### src/rtl/instr_encoder_loader.sv
// Packs decoded ARM-subset instruction descriptors into 32-bit machine words
// and writes them to consecutive instruction-memory words, one session per start.
module instr_encoder_loader #(
    parameter int AW    = 32,
    parameter int DEPTH = 64,
    localparam int CW   = $clog2(DEPTH + 1)
) (
    input  logic          clk,
    input  logic          reset,
    input  logic          start,
    input  logic [AW-1:0] base_addr,
    input  logic          in_valid,
    output logic          in_ready,
    input  logic          in_last,
    input  logic [2:0]    in_kind,
    input  logic [3:0]    in_cond,
    input  logic [3:0]    in_cmd,
    input  logic          in_s,
    input  logic [3:0]    in_rn,
    input  logic [3:0]    in_rd,
    input  logic [3:0]    in_rm,
    input  logic          in_sh,
    input  logic [4:0]    in_shamt,
    input  logic [11:0]   in_imm,
    input  logic [AW-1:0] in_target,
    output logic          mem_we,
    output logic [AW-1:0] mem_addr,
    output logic [31:0]   mem_wdata,
    output logic          busy,
    output logic          done,
    output logic          err,
    output logic [CW-1:0] count
);

    localparam logic [2:0] K_DP_IMM = 3'd0;
    localparam logic [2:0] K_DP_REG = 3'd1;
    localparam logic [2:0] K_LDR    = 3'd2;
    localparam logic [2:0] K_STR    = 3'd3;
    localparam logic [2:0] K_B      = 3'd4;
    localparam logic [2:0] K_SHIFT  = 3'd5;
    localparam logic [3:0] CMD_CMP  = 4'b1010;
    localparam logic [3:0] CMD_MOV  = 4'b1101;

    typedef enum logic [1:0] {S_IDLE, S_ACCEPT, S_WRITE, S_DONE} state_e;

    state_e        state, state_next;
    logic [AW-1:0] addr_q;
    logic [31:0]   word_q;
    logic          last_q;
    logic [CW-1:0] count_q;
    logic          err_q;

    logic [31:0]   enc_word;
    logic          enc_illegal;
    logic          dp_s;
    logic [3:0]    dp_rd;
    logic [AW-1:0] br_diff;
    logic          accept;

    assign accept = (state == S_ACCEPT) && in_valid;

    // The branch offset is relative to the address this word will occupy (addr_q),
    // plus the 8-byte pipeline offset; bits [25:2] give the truncated arithmetic >>> 2.
    // NOTE: every signal written here gets a default first, so no latch is inferred.
    always_comb begin
        enc_word    = '0;
        enc_illegal = 1'b0;
        br_diff     = in_target - (addr_q + AW'(8));
        dp_s        = (in_cmd == CMD_CMP) ? 1'b1 : in_s;
        dp_rd       = (in_cmd == CMD_CMP) ? 4'h0 : in_rd;
        case (in_kind)
            K_DP_IMM: begin
                enc_word    = {in_cond, 2'b00, 1'b1, in_cmd, dp_s, in_rn, dp_rd,
                               4'h0, in_imm[7:0]};
                enc_illegal = |in_imm[11:8];
            end
            K_DP_REG: enc_word = {in_cond, 2'b00, 1'b0, in_cmd, dp_s, in_rn, dp_rd,
                                  5'd0, 2'b00, 1'b0, in_rm};
            K_LDR:    enc_word = {in_cond, 2'b01, 6'b011001, in_rn, in_rd, in_imm};
            K_STR:    enc_word = {in_cond, 2'b01, 6'b011000, in_rn, in_rd, in_imm};
            K_B: begin
                enc_word    = {in_cond, 4'b1010, br_diff[25:2]};
                enc_illegal = |in_target[1:0];
            end
            K_SHIFT:  enc_word = {in_cond, 2'b00, 1'b0, CMD_MOV, in_s, 4'h0, in_rd,
                                  in_shamt, 1'b0, in_sh, 1'b0, in_rm};
            default:  enc_illegal = 1'b1;
        endcase
    end

    always_ff @(posedge clk or posedge reset) begin
        if (reset) state <= S_IDLE;
        else       state <= state_next;
    end

    always_comb begin
        state_next = state;
        case (state)
            S_IDLE:   if (start) state_next = S_ACCEPT;
            S_ACCEPT: if (in_valid) begin
                if (!enc_illegal)  state_next = S_WRITE;
                else if (in_last)  state_next = S_DONE;
            end
            S_WRITE:  state_next = (last_q || count_q == CW'(DEPTH - 1)) ? S_DONE : S_ACCEPT;
            S_DONE:   state_next = S_IDLE;
            default:  state_next = S_IDLE;
        endcase
    end

    // NOTE: sequential state uses non-blocking assignments so every register
    // samples the pre-edge values regardless of statement order.
    always_ff @(posedge clk or posedge reset) begin
        if (reset) begin
            addr_q  <= '0;
            word_q  <= '0;
            last_q  <= 1'b0;
            count_q <= '0;
            err_q   <= 1'b0;
        end else begin
            case (state)
                S_IDLE: if (start) begin
                    addr_q  <= base_addr;
                    count_q <= '0;
                    err_q   <= 1'b0;
                end
                S_ACCEPT: if (accept) begin
                    if (enc_illegal) begin
                        err_q <= 1'b1;
                    end else begin
                        word_q <= enc_word;
                        last_q <= in_last;
                    end
                end
                S_WRITE: begin
                    addr_q  <= addr_q + AW'(4);
                    count_q <= count_q + CW'(1);
                end
                default: ;
            endcase
        end
    end

    assign in_ready  = (state == S_ACCEPT);
    assign mem_we    = (state == S_WRITE);
    assign mem_addr  = addr_q;
    assign mem_wdata = word_q;
    assign busy      = (state != S_IDLE);
    assign done      = (state == S_DONE);
    assign err       = err_q;
    assign count     = count_q;

endmodule

### config.mk
export PLATFORM = sky130hd
export DESIGN_NAME = instr_encoder_loader
export DESIGN_NICKNAME = d
export VERILOG_FILES = /design/src/rtl/instr_encoder_loader.sv
export SDC_FILE = /design/constraint.sdc
export NUM_CORES = 1
export LEC_CHECK = 0
export ABC_AREA = 1
export CORE_MARGIN = 5
export CORE_UTILIZATION = 40
export DETAILED_ROUTE_END_ITERATION = 7
export DONT_BUFFER_PORTS = 1
export PLACE_DENSITY = 0.6
export SLEW_MARGIN = 0
export SYNTH_ARGS = -nofsm -noshare
export SYNTH_HDL_FRONTEND = slang
export SYNTH_SLANG_ARGS = --single-unit
### constraint.sdc
create_clock -name clk -period 2.9 [get_ports clk]
set_input_delay 0.29 -clock clk [delete_from_list [all_inputs] [get_ports clk]]
set_output_delay 0.29 -clock clk [all_outputs]
set_load 0.05 [all_outputs]
# Yosys cells after proc, flatten, opt, wreduce, memory -nomap -nowiden
# Index checks and enable logic that the tools add are counted.
# W data, S select, Z words.
# op_classes
n_div	0
n_eq_ne	15
muxes	18
order_cmp	0
reduce_logical	14
mul	0
n_shift	0
bitwise	1
n_addsub	4
# ops
operator	count
$pmux W32 S6	1
$pmux W32 S2	1
$add A32 B3 Y32 const B	1
$mux W32	1
$add A26 B4 Y26 const B	1
$sub A26 B26 Y26	1
$pmux W7 S2	1
$mux W2	5
$pmux W2 S4	1
$reduce_or A4 Y1	2
$add A7 B1 Y7 const B	1
$eq A7 B6 Y1 const B	1
$mux W7	1
$eq A3 B2 Y1 const B	2
$eq A3 B3 Y1 const B	2
$reduce_and A3 Y1	2
$reduce_bool A2 Y1	3
$eq A2 B2 Y1 const B	2
$eq A4 B4 Y1 const B	1
$mux W1	4
$mux W4	1
$ne A2 B1 Y1 const B	2
$ne A2 B2 Y1 const B	2
$reduce_and A4 Y1	1
12 further kinds	12
# totals
in_bits	111
latch_bits	0
output_inout_bits	76
ff_bits	75
n_memories	0
mem_bits_rw	0
romBits	0

# Depth between registers and ports, before layout
# Gate-level depths: netlist (run 1).
# logic_depth
word_depth	6
mapped_depth	17
depth_no_buf	17

# Worst setup path after synthesis (run 1)
# OpenSTA, ideal clock, no wires.
# synth_timing
kind	register to register
from	register addr_q[1], in the netlist mem_addr[1]
to	register word_q[15], in the netlist mem_wdata[15]
n_path_buf	0
arrival_time_ns	2.374
period_less_slack_ns	2.440
t_required_ns	2.834
slack_ns	0.460
path_stages_with_launch	16
path_cell_list	dfrtp_1 -> inv_1 -> ha_1 -> a21boi_0 -> fa_1 -> nand2_1 -> nand3_1 -> nand3_1 -> nand2_1 -> nand3_1 -> nand2_1 -> nand2_1 -> nand2_1 -> o21ai_0 -> nand2_1 -> nand2_1
# synth_via
elab_chain_cells	3
# synth_lines
element	line	source
start: declaration	47	logic [AW-1:0] addr_q;
start signal: assignment	122	addr_q <= base_addr;
start signal: assignment	135	addr_q <= addr_q + AW'(4);
$add A26 B4 Y26	68	br_diff = in_target - (addr_q + AW'(8));
$sub A26 B26 Y26	68	
$pmux W32 S6	71	case (in_kind)
end signal: assignment	130	word_q <= enc_word;
end: declaration	48	logic [31:0] word_q;
# Every way passes these cells.
# A chain may end at the register's enable or synchronous reset.

# Final worst setup path (run 1)
# layout_timing
from	register addr_q[0], in the netlist mem_addr[0]
to	register word_q[11], in the netlist mem_wdata[11]
# The elaborated chain is that of the path after synthesis.

==> results.py, run 1 <==
metrics = {
    "outcome": {
        "status": "completed",
    },
    "sta": {
        "hold_viol_final": 0,
        "min_period_ns": 2.45,
        "timing.final.crit_share_pct": 84.6,
        "finalSetupTns_ns": 0,
        "fmax_mhz": 408,
        "whs_ns": 0.0620,
        "slew_headroom_pct": 55.7,
        "rsz0062_at_grt": "false",
        "clock_skew_ns": 0.0112,
        "setup_viol": 0,
        "tightest_slew_ns": 0.664,
        "fin_ws_ns": 0.446,
        "maxSlewViolCount": 0,
    },
    "clock_network": {
        "post_cts_buffers": 0,
        "cts_buffers": 9,
        "clk_pin_slew_ns": 0.06,
        "root_buffer": "clkbuf_16",
        "cts_tree": "done",
        "htree_num_levels": 3,
        "clockBufferDepth": 2,
        "post_cts_resized": 0,
        "cts_hold_buf": 1,
        "cts_sinks": 75,
        "clk_latency_ns": 0.35,
    },
    "synthesis": {
        "synth.avg_cell_area_um2": 6.05,
        "synth_ff_type": "dfrtp_1",
        "synth-edff-count": 0,
        "yosysMostFrequentCell": "nand2_1",
        "syn_inst": 1112,
        "synth_largest_area_cell": "dfrtp_1",
        "synth_top_cells_by_count": "410 x nand2_1, 222 x inv_1, 83 x nor2_1",
        "yosys_warnings": 0,
        "yosys-top-cells-area": "dfrtp_1 28%, nand2_1 23%, inv_1 12%",
        "syn-cell-area_um2": 6730,
        "synthArstFlopShare_pct": 100,
        "ys_ff_latch": 75,
        "yosysTopAreaCellShare_pct": 27.9,
        "seq_area_frac_synth_pct": 27.9,
        "synth.distinct_cells": 38,
        "synth_fp_nets": 1273,
    },
    "setup_path": {
        "path_cells": "a21boi_0 > fa_1 > nand2_1 > nand3_1 > nand3_1 > nand2_1 > nand2_1 > nand2_1 > o21ai_0 > nand2_1 > nand2_1 > nand2_1",
        "max_stage_delay_ns": 0.69,
        "required_ns": 3.13,
        "worst_path_max_delay_cell": "dfrtp_1",
        "crit_path_start": "mem_addr[0]$_DFFE_PP0P_",
        "path_class": "register to register",
        "crit_path_end_kind": "register",
        "cp-start-kind": "register",
        "timing.rr.start": "mem_addr[0]$_DFFE_PP0P_",
        "cp_max_fo": 5,
        "path_common_cell": "nand2_1",
        "worstPathArrival_ns": 2.69,
    },
    "power_and_ir_drop": {
        "p_leak_nw": 4.25,
        "vdd_drop_max_mv": 0.504,
        "powerDensity_nw_per_um2": 1330,
    },
    "detailed_routing": {
        "drt_iter0_drc": 325,
        "via_count": 6618,
        "wl_per_cell_um": 15.3,
        "post-route-drc-count": 0,
        "drt_pass1_iterations": 5,
        "viasPerCell": 4.86,
        "ant_nets": 0,
        "wl_um": 20800,
    },
    "place": {
        "place_hpwl_um": 16900,
        "finalWeightedCongestion": 0.904,
        "portBuffers": 0,
        "dpl_worst_slack_ns": 0.448,
    },
    "finish": {
        "area_growth_pct": 11.5,
        "fin_util_pct": 45.4,
        "seq_area_um2": 1880,
        "nNetsFinal": 1298,
        "layout-drive-gt1-share_pct": 5.43,
        "diodes": 0,
        "multiInputGateArea_um2": 3910,
        "nFillCells": 1817,
    },
    "global_routing": {
        "grt-busiest-layer": "met2",
        "gr-usage-met3_pct": 7.48,
        "grt_pass1_vias": 6444,
        "grt.met1_usage_pct": 26.1,
        "overflow": 0,
        "grt_max_degree": 42,
        "antenna_found_initial": 0,
        "grt_usage_pct": 21.1,
        "grtUsageMet2_pct": 34.5,
        "grt_pass1_wl_um": 33200,
    },
    "floorplanning": {
        "dieArea_um2": 19500,
        "rows": 47,
        "die_w_um": 140,
        "io_pins": 187,
        "coreArea_um2": 16500,
        "initial_utilization_pct": 40.7,
        "dieHeight_um": 140,
    },
    "job": {
        "cap_violations": 0,
    },
    "worst_hold_path": {
        "hp-start": "in_cond[1]",
        "min_path_type": "primary input to register",
    },
}
==> per-layer routing <==
layer | vias to the layer above | share of wire [%]
li1 | 3486 | -
met1 | 2899 | 44
met2 | 206 | 46
met3 | 27 | 8.7
met4 | 0 | 2.1
met5 | - | 0
==> cell usage in the layout, fill, tap and decap left out, types with 2 or more instances in the layout <==
master	Yosys	layout
inv_2	6	6
nand3_1	72	72
and2_1	4	4
o22ai_1	5	5
nor4_1	3	3
o211ai_1	12	12
xor2_1	9	9
dfrtp_1	75	75
nor3_1	14	14
o21bai_1	3	3
o31ai_1	2	2
buf_4	0	32
nand4_1	15	15
inv_1	222	221
nor2_1	83	82
nand3b_1	5	5
ha_1	49	49
nand2_2	2	2
bufinv_16	0	2
o21ai_0	45	45
a21boi_0	2	2
nor2_2	1	2
o21ai_1	4	4
clkinv_2	0	3
clkbuf_16	0	9
o221ai_1	2	2
nand2_1	410	410
a21oi_1	32	32
a22o_1	4	4
==> where the power goes <==
| group | switching [W] | internal (W) | total [W] |
|---|---|---|---|
| combinational | 0.00411 | 0.00184 | 0.00595 |
| sequential | 0.00133 | 0.00149 | 0.00282 |
| clock | 0.000450 | 0.000769 | 0.00122 |
==> critical path, delay by kind of cell (launching register included) <==
kind                       cells  cell delay, ns
AOI/OAI and AO/OA              2            0.44
adders and majority gates      1            0.47
DFF                            1            0.69
and+or+nand+nor                9            0.75
==> per-stage QoR <==
stage | total power, W | area [um2] | std cells
global placement | 0.00873 | 7180 | 1345
global route | 0.0110 | 7500 | 1361
floorplan | 0.00720 | 6730 | 1112
finish | 0.0100 | 7500 | 1361
CTS | 0.0101 | 7500 | 1361
detailed placement | 0.00880 | 7180 | 1345
==> sequential cells by signal, summed over array words and instances (netlist names) <==
| register | count |
|---|---|
| mem_wdata | 32 |
| state | 2 |
| err | 1 |
| count | 7 |
| last_q | 1 |
| mem_addr | 32 |
==> kinds of logic (layout without fill, tap and decap cells) <==
| family | count (synthesis) | after routing | synth area share (%) |
|---|---|---|---|
| and+or+nand+nor | 614 | 614 | 37.5 |
| buffers and inverters | 249 | 278 | 14.1 |
| AOI/OAI and AO/OA | 114 | 114 | 9.74 |
| DFF | 75 | 75 | 27.9 |
| adders and majority gates | 50 | 50 | 9.41 |
| xor gates and xnor gates | 10 | 10 | 1.30 |
==> layout make-up <==
class	instances	area share [%]
clock buffers	10	3.18
multi-input cells	788	52.0
flip-flops and latches	75	25.0
clock inverters	5	1.03
repair buffers	34	3.60
inverters	229	11.5
well taps	220	3.67
==> path summary, 6_finish.rpt <==
kind / end / slack [ns] / depth (start not counted)
max: mem_wdata[11]$_DFFE_PP0P_ / 0.45 / 12
min: mem_wdata[29]$_DFFE_PP0P_ / 0.06 / 2
max reg2reg: mem_wdata[11]$_DFFE_PP0P_ / 0.45 / 12
min reg2reg: last_q$_DFFE_PP0P_ / 0.57 / 2
max in group asynchronous: mem_addr[20]$_DFFE_PP0P_ / 1.79 / 3
min in group asynchronous: mem_addr[0]$_DFFE_PP0P_ / 0.47 / 2
Note: power is estimated with default switching activity, not from simulation.
==> run 2, diff against run 1 <==
- PLACE_DENSITY: 0.6 -> 0.62
- clock period: 2.9 -> 2.05 ns (I/O delays scaled with it)
==> run 2 against run 1 <==
Net effect:
- the run now ends with negative setup slack left
- core utilization up 11 points
- highest routed layer unchanged
- sequential power up 34%
- sequential cell count unchanged
==> results.py, run 2 (synthesis gave the netlist of run 1 again) <==
metrics = {
    "floorplanning": {
        "io_pins": 187,
        "dieArea_um2": 19500,
        "die_w_um": 140,
        "rows": 47,
        "initial_utilization_pct": 40.7,
        "coreArea_um2": 16500,
        "dieHeight_um": 140,
    },
    "detailed_routing": {
        "drt_pass1_iterations": 5,
        "drt_iter0_drc": 490,
        "viasPerCell": 5.04,
        "wl_per_cell_um": 16.0,
        "post-route-drc-count": 0,
        "ant_nets": 0,
        "via_count": 7262,
        "wl_um": 23100,
    },
    "place": {
        "dpl_worst_slack_ns": -0.163,
        "portBuffers": 0,
        "placed_area_um2": 8190,
        "place_hpwl_um": 18000,
        "finalWeightedCongestion": 0.941,
    },
    "clock_network": {
        "root_buffer": "clkbuf_16",
        "cts_tree": "done",
        "clk_pin_slew_ns": 0.06,
        "clk_latency_ns": 0.35,
        "cts_sinks": 75,
        "htree_num_levels": 3,
        "clockBufferDepth": 2,
        "cts_buffers": 9,
    },
    "setup_path": {
        "cp_max_fo": 4,
        "worstReg2RegEnd": "mem_wdata[19]$_DFFE_PP0P_",
        "crit_path_end_kind": "register",
        "critPathCapture": "mem_wdata[19]$_DFFE_PP0P_",
        "reg2reg_depth": 14,
        "required_ns": 2.29,
        "crit_path_start": "mem_addr[12]$_DFFE_PP0P_",
        "rrSetupSlack_ns": -0.07,
        "cp-start-kind": "register",
        "timing.rr.start": "mem_addr[12]$_DFFE_PP0P_",
        "path_class": "register to register",
        "worstPathArrival_ns": 2.36,
    },
    "finish": {
        "layout_common_cells": "350 x nand2_1, 205 x inv_1, 89 x buf_4, 55 x nor2_1, 55 x nand3_1",
        "layout-drive-gt1-share_pct": 27.2,
        "nNetsFinal": 1378,
        "layout_commonest_cell": "nand2_1",
        "nFillCells": 1630,
        "final_cell_area_um2": 9350,
        "diodes": 0,
        "area_growth_pct": 38.9,
    },
    "sta": {
        "fin_ws_ns": -0.0682,
        "setup_viol": 13,
        "timing.final.crit_share_pct": 103,
        "slew_headroom_pct": 60.9,
        "hold_viol_final": 0,
        "min_period_ns": 2.12,
        "whs_ns": 0.00890,
        "maxSlewViolCount": 0,
        "tightest_slew_ns": 0.586,
        "finalSetupTns_ns": -0.508,
        "rsz0062_at_grt": "true",
        "fmax_mhz": 472,
        "clock_skew_ns": 0.00587,
    },
    "global_routing": {
        "gr-usage-met3_pct": 6.52,
        "grt_usage_pct": 23.1,
        "grt.met1_usage_pct": 30.6,
        "grtUsageMet2_pct": 37.6,
        "grt-busiest-layer": "met2",
        "grt_pass1_wl_um": 36200,
        "grt_pass1_vias": 6984,
        "antenna_found_initial": 0,
        "grt_max_degree": 37,
        "overflow": 0,
    },
    "outcome": {
        "violations": "negative setup slack",
        "status": "complete, but fails checks",
    },
    "power_and_ir_drop": {
        "p_leak_nw": 4.75,
        "powerDensity_nw_per_um2": 1950,
        "vdd_drop_max_mv": 1.59,
    },
    "worst_hold_path": {
        "min_path_type": "primary input to register",
    },
    "job": {
        "cap_violations": 0,
    },
}
-- run 2: cell count changes in the layout (fill, tap and decap cells not counted), sizes merged --
cell         change
buf             +70
bufinv           -2
clkbuf           +4
clkinv           -1
clkinvlp         +2
dlygate4sd3      +9
inv              -1
-- run 2: how the worst min path moves through the flow --
stage             startpoint                       end  depth (start not counted)  slack [ns]
4_1_cts         base_addr[8]   mem_addr[8]$_DFFE_PP0P_                          2       0.005
5_1_grt        base_addr[17]  mem_addr[17]$_DFFE_PP0P_                          2        0.01
3_5_place_dp           reset  mem_addr[15]$_DFFE_PP0P_                          1        0.02
3_3_place_gp           reset  mem_addr[23]$_DFFE_PP0P_                          1        0.02
2_1_floorplan   base_addr[0]   mem_addr[0]$_DFFE_PP0P_                          2        0.32
6_report       base_addr[26]  mem_addr[26]$_DFFE_PP0P_                          2       0.009
-- run 2: worst max-delay path, cell delays in order (launching register included) --
cell,delay (ns)
dfrtp_2,0.44
ha_4,0.27
inv_2,0.03
ha_4,0.30
nand2_4,0.07
nor2_4,0.14
buf_4,0.12
nand2_1,0.08
nand3b_1,0.19
nand3_1,0.08
nand2_1,0.05
nand3_1,0.08
nand2_1,0.06
nand2_1,0.06
nand2_1,0.04
-- run 2: what timing repair did --
action	4_1_cts	5_1_grt
hold endpoints to repair	52	0
endpoints found under the setup margin	21	35
buffers inserted	3	9
resized for setup	65	122
pin swaps	35	51
cloned	0	1
hold buffers	10	0
-- run 2: layout make-up --
| class | count | area (um2) | area share (%) |
|---|---|---|---|
| clock inverters | 2 | 10.0 | 0.107 |
| inverters | 229 | 870 | 9.30 |
| clock buffers | 14 | 264 | 2.82 |
| multi-input cells | 788 | 5040 | 53.9 |
| well taps | 220 | 275 | 2.94 |
| repair inverters | 1 | 7.51 | 0.0803 |
| repair buffers | 113 | 973 | 10.4 |
| flip-flops and latches | 75 | 1910 | 20.4 |
-- run 2: power by group --
part	internal [W]	switching [W]
sequential	0.00217	0.00160
combinational	0.00488	0.00804
clock	0.000884	0.000640
total	0.00794	0.0103
-- run 2: through the flow --
stage | instances | utilization [%] | total power (W)
5_1_grt | 1442 | 56.6 | 0.0197
4_1_cts | 1432 | 53.4 | 0.0169
2_1_floorplan | 1112 | - | 0.0111
3_5_place_dp | 1403 | 49.5 | 0.0146
3_3_place_gp | 1403 | 49.5 | 0.0145
6_report | 1442 | 56.6 | 0.0182
-- run 2: layer usage --
metal / vias up / part of all wire (%) / routed length (um)
met5: - / 0 / 0
met4: 0 / 1.7 / 387
met3: 31 / 8.5 / 1950
met2: 227 / 47 / 10800
met1: 3347 / 43 / 9950
li1: 3657 / - / -
